### config.mk
export PLATFORM = sky130hd
export DESIGN_NAME = mmio_uart_tx_flat
export DESIGN_NICKNAME = d
export VERILOG_FILES = /design/src/rtl/mmio_uart_tx_if.sv /design/src/rtl/mmio_uart_tx.sv /design/src/flat_wrapper.sv
export SDC_FILE = /design/constraint.sdc
export NUM_CORES = 1
export LEC_CHECK = 0
export ABC_AREA = 1
export CAP_MARGIN = 20
export CORE_MARGIN = 2
export CORE_UTILIZATION = 50
export DETAILED_ROUTE_END_ITERATION = 6
export GPL_ROUTABILITY_DRIVEN = 0
export PLACE_DENSITY_LB_ADDON = 0.08
export SLEW_MARGIN = 20
export SYNTH_ARGS = -nofsm -noshare
export SYNTH_HDL_FRONTEND = slang
export SYNTH_SLANG_ARGS = --single-unit
### constraint.sdc
create_clock -name clk -period 5.1 [get_ports clk]
set_input_delay 0.765 -clock clk [delete_from_list [all_inputs] [get_ports clk]]
set_output_delay 0.765 -clock clk [all_outputs]
set_load 0.01 [all_outputs]
### src/rtl/mmio_uart_tx_if.sv
// Core data-store bus slice seen by the memory-mapped UART transmitter.
// The core drives the store strobe, address and data; the UART returns the
// window-select flag and the status read word for the top-level read mux.
interface mmio_uart_tx_if;
  logic        MemWrite;
  logic [31:0] DataAddr;
  logic [31:0] WriteData;
  logic        rd_sel;
  logic [31:0] RdData;

  modport master (
    output MemWrite,
    output DataAddr,
    output WriteData,
    input  rd_sel,
    input  RdData
  );

  modport slave (
    input  MemWrite,
    input  DataAddr,
    input  WriteData,
    output rd_sel,
    output RdData
  );
endinterface

### src/rtl/mmio_uart_tx.sv
// Memory-mapped UART transmitter.
// Window: BASE_ADDR+0 TXDATA (write pushes a byte), BASE_ADDR+4 STATUS
// (read: full/empty/busy/ovf/count; write bit3=1 clears ovf).
// Bytes are queued in a circular FIFO and sent as 8N1 frames on tx.
// Optional feature: define UART_TX_PARITY_EN to insert an even-parity bit
// between the data bits and the stop bit (STATUS bit13 then reads 1).
module mmio_uart_tx #(
  parameter logic [31:0] BASE_ADDR    = 32'h0000_0400,
  parameter int unsigned CLKS_PER_BIT = 16,
  parameter int unsigned FIFO_DEPTH   = 8
) (
  input  logic          clk,
  input  logic          reset,
  mmio_uart_tx_if.slave bus,
  output logic          tx
);

  localparam int unsigned PW = (FIFO_DEPTH > 1) ? $clog2(FIFO_DEPTH) : 1;
  localparam int unsigned CW = PW + 1;
  localparam int unsigned BW = (CLKS_PER_BIT > 1) ? $clog2(CLKS_PER_BIT) : 1;
  localparam logic [BW-1:0] BAUD_LAST = BW'(CLKS_PER_BIT - 1);
  localparam logic [CW-1:0] DEPTH_C   = CW'(FIFO_DEPTH);
  localparam logic [29:0]   TXDATA_WA = BASE_ADDR[31:2];
  localparam logic [29:0]   STATUS_WA = BASE_ADDR[31:2] + 30'd1;

`ifdef UART_TX_PARITY_EN
  typedef enum logic [2:0] {IDLE, START, DATA, PARITY, STOP} state_t;
  localparam logic PARITY_EN = 1'b1;
`else
  typedef enum logic [1:0] {IDLE, START, DATA, STOP} state_t;
  localparam logic PARITY_EN = 1'b0;
`endif

  state_t        state_q, state_d;
  logic [BW-1:0] baud_q, baud_d;
  logic [2:0]    bit_idx_q, bit_idx_d;
  logic [7:0]    shift_q, shift_d;
  logic          tx_q, tx_d;
  logic [PW-1:0] wr_ptr_q, wr_ptr_d;
  logic [PW-1:0] rd_ptr_q, rd_ptr_d;
  logic [CW-1:0] count_q, count_d;
  logic          ovf_q, ovf_d;
`ifdef UART_TX_PARITY_EN
  logic          parity_q, parity_d;
`endif

  logic [7:0]    mem_q [FIFO_DEPTH];

  logic          hit_txdata;
  logic          hit_status;
  logic          push_req;
  logic          push;
  logic          pop;
  logic          full;
  logic          empty;
  logic          baud_last;
  logic [7:0]    head;
  logic [31:0]   status;
  logic          unused_bits;

  // Address decode works on word addresses; byte-lane bits are ignored.
  assign hit_txdata  = (bus.DataAddr[31:2] == TXDATA_WA);
  assign hit_status  = (bus.DataAddr[31:2] == STATUS_WA);
  assign bus.rd_sel  = (bus.DataAddr[31:3] == BASE_ADDR[31:3]);
  assign unused_bits = ^{bus.DataAddr[1:0], bus.WriteData[31:8]};

  assign full      = (count_q == DEPTH_C);
  assign empty     = (count_q == '0);
  assign push_req  = bus.MemWrite & hit_txdata;
  assign push      = push_req & ~full;
  assign head      = mem_q[rd_ptr_q];
  assign baud_last = (baud_q == BAUD_LAST);
  assign tx        = tx_q;

  // Status word assembled from pre-edge register state.
  always_comb begin
    status        = '0;
    status[0]     = full;
    status[1]     = empty;
    status[2]     = (state_q != IDLE);
    status[3]     = ovf_q;
    status[12:4]  = 9'(count_q);
    status[13]    = PARITY_EN;
    bus.RdData    = hit_status ? status : '0;
  end

  // Serialiser next-state: frame sequencing, baud timing and FIFO pop.
  // tx_d is the line level for the state being entered, so tx is registered
  // and changes exactly on the state/bit edge.
  always_comb begin
    state_d   = state_q;
    baud_d    = baud_q;
    bit_idx_d = bit_idx_q;
    shift_d   = shift_q;
    tx_d      = tx_q;
    pop       = 1'b0;
    case (state_q)
      IDLE: begin
        tx_d   = 1'b1;
        baud_d = '0;
        if (!empty) begin
          pop     = 1'b1;
          shift_d = head;
          state_d = START;
          tx_d    = 1'b0;
        end
      end
      START: begin
        if (baud_last) begin
          baud_d    = '0;
          bit_idx_d = '0;
          state_d   = DATA;
          tx_d      = shift_q[0];
        end else begin
          baud_d = baud_q + 1'b1;
        end
      end
      DATA: begin
        if (baud_last) begin
          baud_d = '0;
          if (bit_idx_q == 3'd7) begin
`ifdef UART_TX_PARITY_EN
            state_d = PARITY;
            tx_d    = parity_q;
`else
            state_d = STOP;
            tx_d    = 1'b1;
`endif
          end else begin
            bit_idx_d = bit_idx_q + 3'd1;
            shift_d   = shift_q >> 1;
            tx_d      = shift_q[1];
          end
        end else begin
          baud_d = baud_q + 1'b1;
        end
      end
`ifdef UART_TX_PARITY_EN
      PARITY: begin
        if (baud_last) begin
          baud_d  = '0;
          state_d = STOP;
          tx_d    = 1'b1;
        end else begin
          baud_d = baud_q + 1'b1;
        end
      end
`endif
      STOP: begin
        if (baud_last) begin
          baud_d = '0;
          if (!empty) begin
            pop     = 1'b1;
            shift_d = head;
            state_d = START;
            tx_d    = 1'b0;
          end else begin
            state_d = IDLE;
            tx_d    = 1'b1;
          end
        end else begin
          baud_d = baud_q + 1'b1;
        end
      end
      default: begin
        state_d = IDLE;
        baud_d  = '0;
        tx_d    = 1'b1;
      end
    endcase
  end

`ifdef UART_TX_PARITY_EN
  // Even parity of the byte captured with each pop.
  always_comb begin
    parity_d = parity_q;
    if (pop) begin
      parity_d = ^head;
    end
  end
`endif

  // FIFO pointers, occupancy and sticky overflow flag.
  always_comb begin
    wr_ptr_d = wr_ptr_q + PW'(push);
    rd_ptr_d = rd_ptr_q + PW'(pop);
    count_d  = count_q + CW'(push) - CW'(pop);
    ovf_d    = ovf_q;
    if (push_req && full) begin
      ovf_d = 1'b1;
    end else if (bus.MemWrite && hit_status && bus.WriteData[3]) begin
      ovf_d = 1'b0;
    end
  end

  // All control state registers, synchronous reset aborts any frame.
  always_ff @(posedge clk) begin
    if (reset) begin
      state_q   <= IDLE;
      baud_q    <= '0;
      bit_idx_q <= '0;
      shift_q   <= '0;
      tx_q      <= 1'b1;
      wr_ptr_q  <= '0;
      rd_ptr_q  <= '0;
      count_q   <= '0;
      ovf_q     <= 1'b0;
`ifdef UART_TX_PARITY_EN
      parity_q  <= 1'b0;
`endif
    end else begin
      state_q   <= state_d;
      baud_q    <= baud_d;
      bit_idx_q <= bit_idx_d;
      shift_q   <= shift_d;
      tx_q      <= tx_d;
      wr_ptr_q  <= wr_ptr_d;
      rd_ptr_q  <= rd_ptr_d;
      count_q   <= count_d;
      ovf_q     <= ovf_d;
`ifdef UART_TX_PARITY_EN
      parity_q  <= parity_d;
`endif
    end
  end

  // FIFO storage; contents need no reset since the pointers define validity.
  always_ff @(posedge clk) begin
    if (push && !reset) begin
      mem_q[wr_ptr_q] <= bus.WriteData[7:0];
    end
  end

endmodule

### src/flat_wrapper.sv
// flat-port wrapper written by rule: the top's interface ports become plain ports
module mmio_uart_tx_flat 
#(
  parameter logic [31:0] BASE_ADDR    = 32'h0000_0400,
  parameter int unsigned CLKS_PER_BIT = 16,
  parameter int unsigned FIFO_DEPTH   = 8
)
  (clk, reset, tx, bus_MemWrite, bus_DataAddr, bus_WriteData, bus_rd_sel, bus_RdData);
  mmio_uart_tx_if bus_i ();
  input  logic clk;
  input  logic reset;
  output logic tx;
  input wire logic [$bits(bus_i.MemWrite)-1:0] bus_MemWrite;
  input wire logic [$bits(bus_i.DataAddr)-1:0] bus_DataAddr;
  input wire logic [$bits(bus_i.WriteData)-1:0] bus_WriteData;
  output wire logic [$bits(bus_i.rd_sel)-1:0] bus_rd_sel;
  output wire logic [$bits(bus_i.RdData)-1:0] bus_RdData;
  assign bus_i.MemWrite = bus_MemWrite;
  assign bus_i.DataAddr = bus_DataAddr;
  assign bus_i.WriteData = bus_WriteData;
  assign bus_rd_sel = bus_i.rd_sel;
  assign bus_RdData = bus_i.RdData;
  mmio_uart_tx #(.BASE_ADDR(BASE_ADDR), .CLKS_PER_BIT(CLKS_PER_BIT), .FIFO_DEPTH(FIFO_DEPTH)) u_core (.clk(clk), .reset(reset), .bus(bus_i), .tx(tx));
endmodule
# Yosys cells after proc, flatten, opt, wreduce, memory -nomap -nowiden
# Memories as Yosys holds them, arrays and structs flattened. A register that Yosys moved wholly into a read port is not among the register bits.
# Cells that the tools add are included.
[word_totals]
word_cells = 83
memories = 1
ramBits = 64
out_inout_bits = 34
ff_bits = 29
[mem_list]
columns = ["name", "depth", "word_bits", "read_ports", "rd_clocked_by_memory_dff", "wr", "line_no", "source"]
rows = [
  ["u_core.mem_q", 8, 8, 1, 1, 1, "mmio_uart_tx.sv:47", "logic [7:0] mem_q [FIFO_DEPTH];"],
]
[op_classes]
reduce_logical = 16
mux = 33
bitwise = 3
n_addsub = 6
n_eq_ne = 15
[op_table]
columns = ["op", "n"]
rows = [
  ["$eq 30x9->1 const B", 2],
  ["$mux 8", 5],
  ["$eq 29x8->1 const B", 1],
  ["$pmux 8 s3", 1],
  ["$mux 1", 12],
  ["$mux 3", 4],
  ["$mux 2", 5],
  ["$eq 4x4->1 const B", 2],
  ["$ne 2x1->1 const B", 4],
  ["$pmux 2 s4", 1],
  ["$pmux 4 s2", 1],
  ["$reduce_and 4->1", 2],
  ["$add 3x1->3", 2],
  ["$pmux 3 s2", 1],
  ["$reduce_bool 2->1", 3],
  ["$reduce_and 5->1", 1],
  ["$add 4x1->4", 1],
  ["$add 4x1->4 const B", 1],
  ["$eq 2x2->1 const B", 2],
  ["$logic_and 1x1->1", 4],
  ["$logic_not 4->1", 1],
  ["$mux 4", 1],
  ["$ne 2x2->1 const B", 2],
  ["$pmux 1 s4", 1],
  ["other kinds (12)", 13],
]

# Logic depth before layout (Yosys ltp)
[depth]
word_depth = 6
mapped_depth = 13
ltp_nobuf = 13

# Worst setup path after synthesis
# No wires, ideal clock.
[synth_path]
path_kind = "input -> register"
start = "input port bus_DataAddr[3]"
end = "register u_core.count_q[2]"
setup_ns = 0.128
path_buffers = 0
stages = 11
setup_slack_ns = 2.586
arrival_ns = 2.386
t_required_ns = 4.972
cell_sequence = "or2_0 > nor2_1 > nand2_1 > nor2_4 > inv_1 > nor4_1 > ha_1 > inv_1 > fa_1 > xor2_1 > nor2_1"
[synth_via]
elab_chain_cells = 5
[synth_rtl]
columns = ["element", "line_no", "source"]
rows = [
  ["from (decl)", "flat_wrapper.sv:14", "input wire logic [$bits(bus_i.DataAddr)-1:0] bus_DataAddr;"],
  ["$eq 30x9->1", "mmio_uart_tx.sv:62", "assign hit_txdata = (bus.DataAddr[31:2] == TXDATA_WA);"],
  ["$and 1x1->1", "mmio_uart_tx.sv:69", "assign push_req = bus.MemWrite & hit_txdata;"],
  ["$and 1x1->1", "mmio_uart_tx.sv:70", "assign push = push_req & ~full;"],
  ["$add 4x1->4", "mmio_uart_tx.sv:187", "count_d = count_q + CW'(push) - CW'(pop);"],
  ["$sub 4x1->4", "mmio_uart_tx.sv:187", ""],
  ["to (signal assigned)", "mmio_uart_tx.sv:219", "count_q <= count_d;"],
  ["to (decl)", "mmio_uart_tx.sv:41", "logic [CW-1:0] count_q, count_d;"],
]
# No other way between the ends.
# A chain may end at the register's enable or synchronous reset.

# Final worst setup path
[layout_path]
start = "input port bus_DataAddr[3]"
end = "output port bus_RdData[4]"
[layout_via]
elab_chain_cells = 2
[layout_rtl]
columns = ["element", "line_no", "source"]
rows = [
  ["$eq 30x9->1", "mmio_uart_tx.sv:63", "assign hit_status = (bus.DataAddr[31:2] == STATUS_WA);"],
  ["$mux 8", "mmio_uart_tx.sv:84", "bus.RdData = hit_status ? status : '0;"],
  ["to (decl)", "flat_wrapper.sv:17", "output wire logic [$bits(bus_i.RdData)-1:0] bus_RdData;"],
]
# No other way between the ends.

==> run summary <==
Top cells by count, synth: nor2_1 (109), nand2_1 (76), edfxtp_1 (64), inv_1 (32), dfxtp_1 (29)
Largest net degree at the start of global routing: 35
ANT cells: 0
Setup crit end kind: primary output
Slew Limit Fails: 0
Switching power: 0.740 mW
IO Port Bufs: 50
Most frequent cell after synthesis: nor2_1
Sw Share: 0.339
Pre-CTS setup slack: 1.69 ns
Residual DRC: 0
Final core utilization: 0.594
Final min period: 3.38 ns
Clock root cell: clkbuf_8
Mapped Area: 4630 um^2
Fin Hold WS: 0.467 ns
Synth area leaders: edfxtp_1 (42%), dfxtp_1 (13%), nor2_1 (8.8%)
Top_reg_cell synth: edfxtp_1
Status: complete, no violations
WS Path Type: in2out
CTS max path bufs: 2
Initial antenna violation count: 0
Internal: 1.44 mW
Max_cap viols: 0
Yosys warnings: 0
H-tree Lvls: 3
Detailed Routing Iterations Pass 1: 4
Share of post-route cells with drive strength above 1: 0.101
Nets: 637
Largest area contributor in the synthesized netlist: edfxtp_1
Clock sink count: 93
Post_cts resized: 0
Setup Skew: 0.0106 ns
FFs w/ async S/R, synth: 0
Max VDD drop: 0.192 mV
DIE WIDTH: 100 um
Startpoint Class: input pin
Share of power burned in registers: 0.418
Core area: 9110 um^2
Clk_lat worst skew: 0.36 ns
Hold/Removal Path Class: reg2reg
Rel. slew slack: 0.394
Register bit count reported by yosys: 93
First-pass GRT wire length: 14.8 mm
Final hold vios: 0
Syn Inst Count: 496
Final setup TNS: 0 ns
CTS Buf Count: 9
DRT iter0 DRCs: 127
Die ar.: 10000 um^2
Clock slew at reported path FFs: 0.09 ns
Final Worst Setup Slack: 1.72 ns
Crit path max fanout: 8
Layout area overhead: 16.9%
Data required, critical path: 4.34 ns
Row count: 35
Clock power frac: 0.276
IO Pins: 101
Avg WL per Cell: 13.5 um
Post-DR vias/cell: 4.98
# fillers: 797
Max Fclk: 296 MHz
Post-CTS Setup Bufs: 0
Number of flops mapped to enable cells by yosys: 64
Die H: 100 um
Hpwl dp: 6.22 mm
Seq/Total Area, Yosys: 0.541
CTS Hold Bufs: 0
Syn Area/Cell: 9.33 um^2
DRT antenna net count: 0
Total gr overflow: 0
Starting Density: 0.508
RSZ-0062 raised after global routing: false
Distinct cells, synth: 38
Vias in the first global route: 3137
Pwr/cell area: 404 nW/um^2
Worst Tran Pin Value: 0.904 ns
Top cell type's share of synthesized area: 0.415
CTS tree: done
Combinational power share: 0.306
Overall Global Routing Usage: 0.192
Leakage: 2.07 nW
CP arrival: 2.62 ns
Final worst-path cycle share: 0.663
Setup Viol. Count Final: 0
Routed via count: 3319
Final wirelength: 8.96 mm
## worst max-delay path, stage by stage
cell             delay (ns)
clkdlybuf4s50_1        0.41
or2_0                  0.23
nor2_1                 0.11
nand2_1                0.09
nor2_4                 0.17
nand3_2                0.17
nor2_1                 0.13
clkdlybuf4s50_1        0.54
## logic make-up after synthesis
group                    Yosys count  share of synthesized area
XOR/XNOR                           4                    0.00757
AND/OR/NAND/NOR                  235                      0.222
buffers and inverters             76                     0.0898
adder cells (fa/ha/maj)           20                     0.0557
AO/OA/AOI/OAI                     67                     0.0830
flip-flops                        93                      0.541
other                              1                   0.000810
## layout make-up
class	count	area [um^2]	share of cell area
Multi-Input combinational cell	350	1810	0.334
Tap cell	111	139	0.0257
Clock buffer	9	124	0.0229
Timing Repair Buffer	58	561	0.104
Inverter	38	148	0.0273
Clock inverter	7	129	0.0238
Sequential cell	93	2500	0.463
## through the flow
stage | power, mW | instances | instance area (um^2)
detailed placement | 1.60 | 650 | 5150
CTS | 2.20 | 666 | 5410
floorplan | 1.47 | 519 | 4710
global route | 2.33 | 666 | 5410
finish | 2.18 | 666 | 5410
global placement | 1.59 | 650 | 5150
## path summary, 6_finish.rpt
path,cells after the start,slack (ns),to,from
max reg2reg,12,2.65,u_core.count_q[2]$_SDFF_PP0_,u_core.state_q[0]$_SDFFE_PP0P_
min,1,0.47,u_core.baud_q[0]$_SDFF_PP0_,u_core.baud_q[0]$_SDFF_PP0_
min reg2reg,1,0.47,u_core.baud_q[0]$_SDFF_PP0_,u_core.baud_q[0]$_SDFF_PP0_
max,8,1.72,bus_RdData[4],bus_DataAddr[3]
## layout by cell type (no fill, tap or decap), types with 2 or more instances in the layout
| cell | n |
|---|---|
| o21ai_0 | 13 |
| clkdlybuf4s50_1 | 50 |
| nand4_1 | 2 |
| nand2_2 | 4 |
| clkbuf_8 | 9 |
| o21ai_2 | 7 |
| nand2_1 | 76 |
| dfxtp_1 | 29 |
| inv_8 | 2 |
| conb_1 | 24 |
| nand3_1 | 21 |
| nor2_2 | 2 |
| ha_1 | 19 |
| inv_1 | 32 |
| nor3_1 | 7 |
| o21ai_1 | 23 |
| o211ai_1 | 3 |
| nand3_2 | 2 |
| buf_4 | 8 |
| bufinv_16 | 3 |
| inv_2 | 5 |
| edfxtp_1 | 64 |
| a21oi_1 | 18 |
| nor3_2 | 2 |
| nor2_4 | 2 |
| xnor2_1 | 3 |
| nand2_4 | 3 |
| nor2_1 | 109 |
## layer usage
metal  global-route usage  wire, um  part of all wire
met5                    0         0                 0
met4               0.0580       116             0.013
met3               0.0522       423             0.047
met2                0.328      4540              0.51
met1                0.240      3880              0.43
## flip-flops by register name, indices dropped and copies added, names as in the netlist
name,count
u_core.ovf_q,1
u_core.shift_q,8
u_core.rd_ptr_q,3
u_core.tx,1
u_core.mem_q,64
u_core.state_q,2
u_core.wr_ptr_q,3
u_core.count_q,4
u_core.bit_idx_q,3
u_core.baud_q,4
## power groups by stage
stage | clock, mW | combinational (mW) | sequential [mW]
after global placement | 0 | 0.660 | 0.928
after CTS | 0.613 | 0.677 | 0.913
after floorplan | 0 | 0.551 | 0.915
after detailed placement | 0 | 0.674 | 0.930
after global routing | 0.643 | 0.764 | 0.922
final | 0.602 | 0.668 | 0.912
No activity file was read; power rests on OpenSTA's default activity.
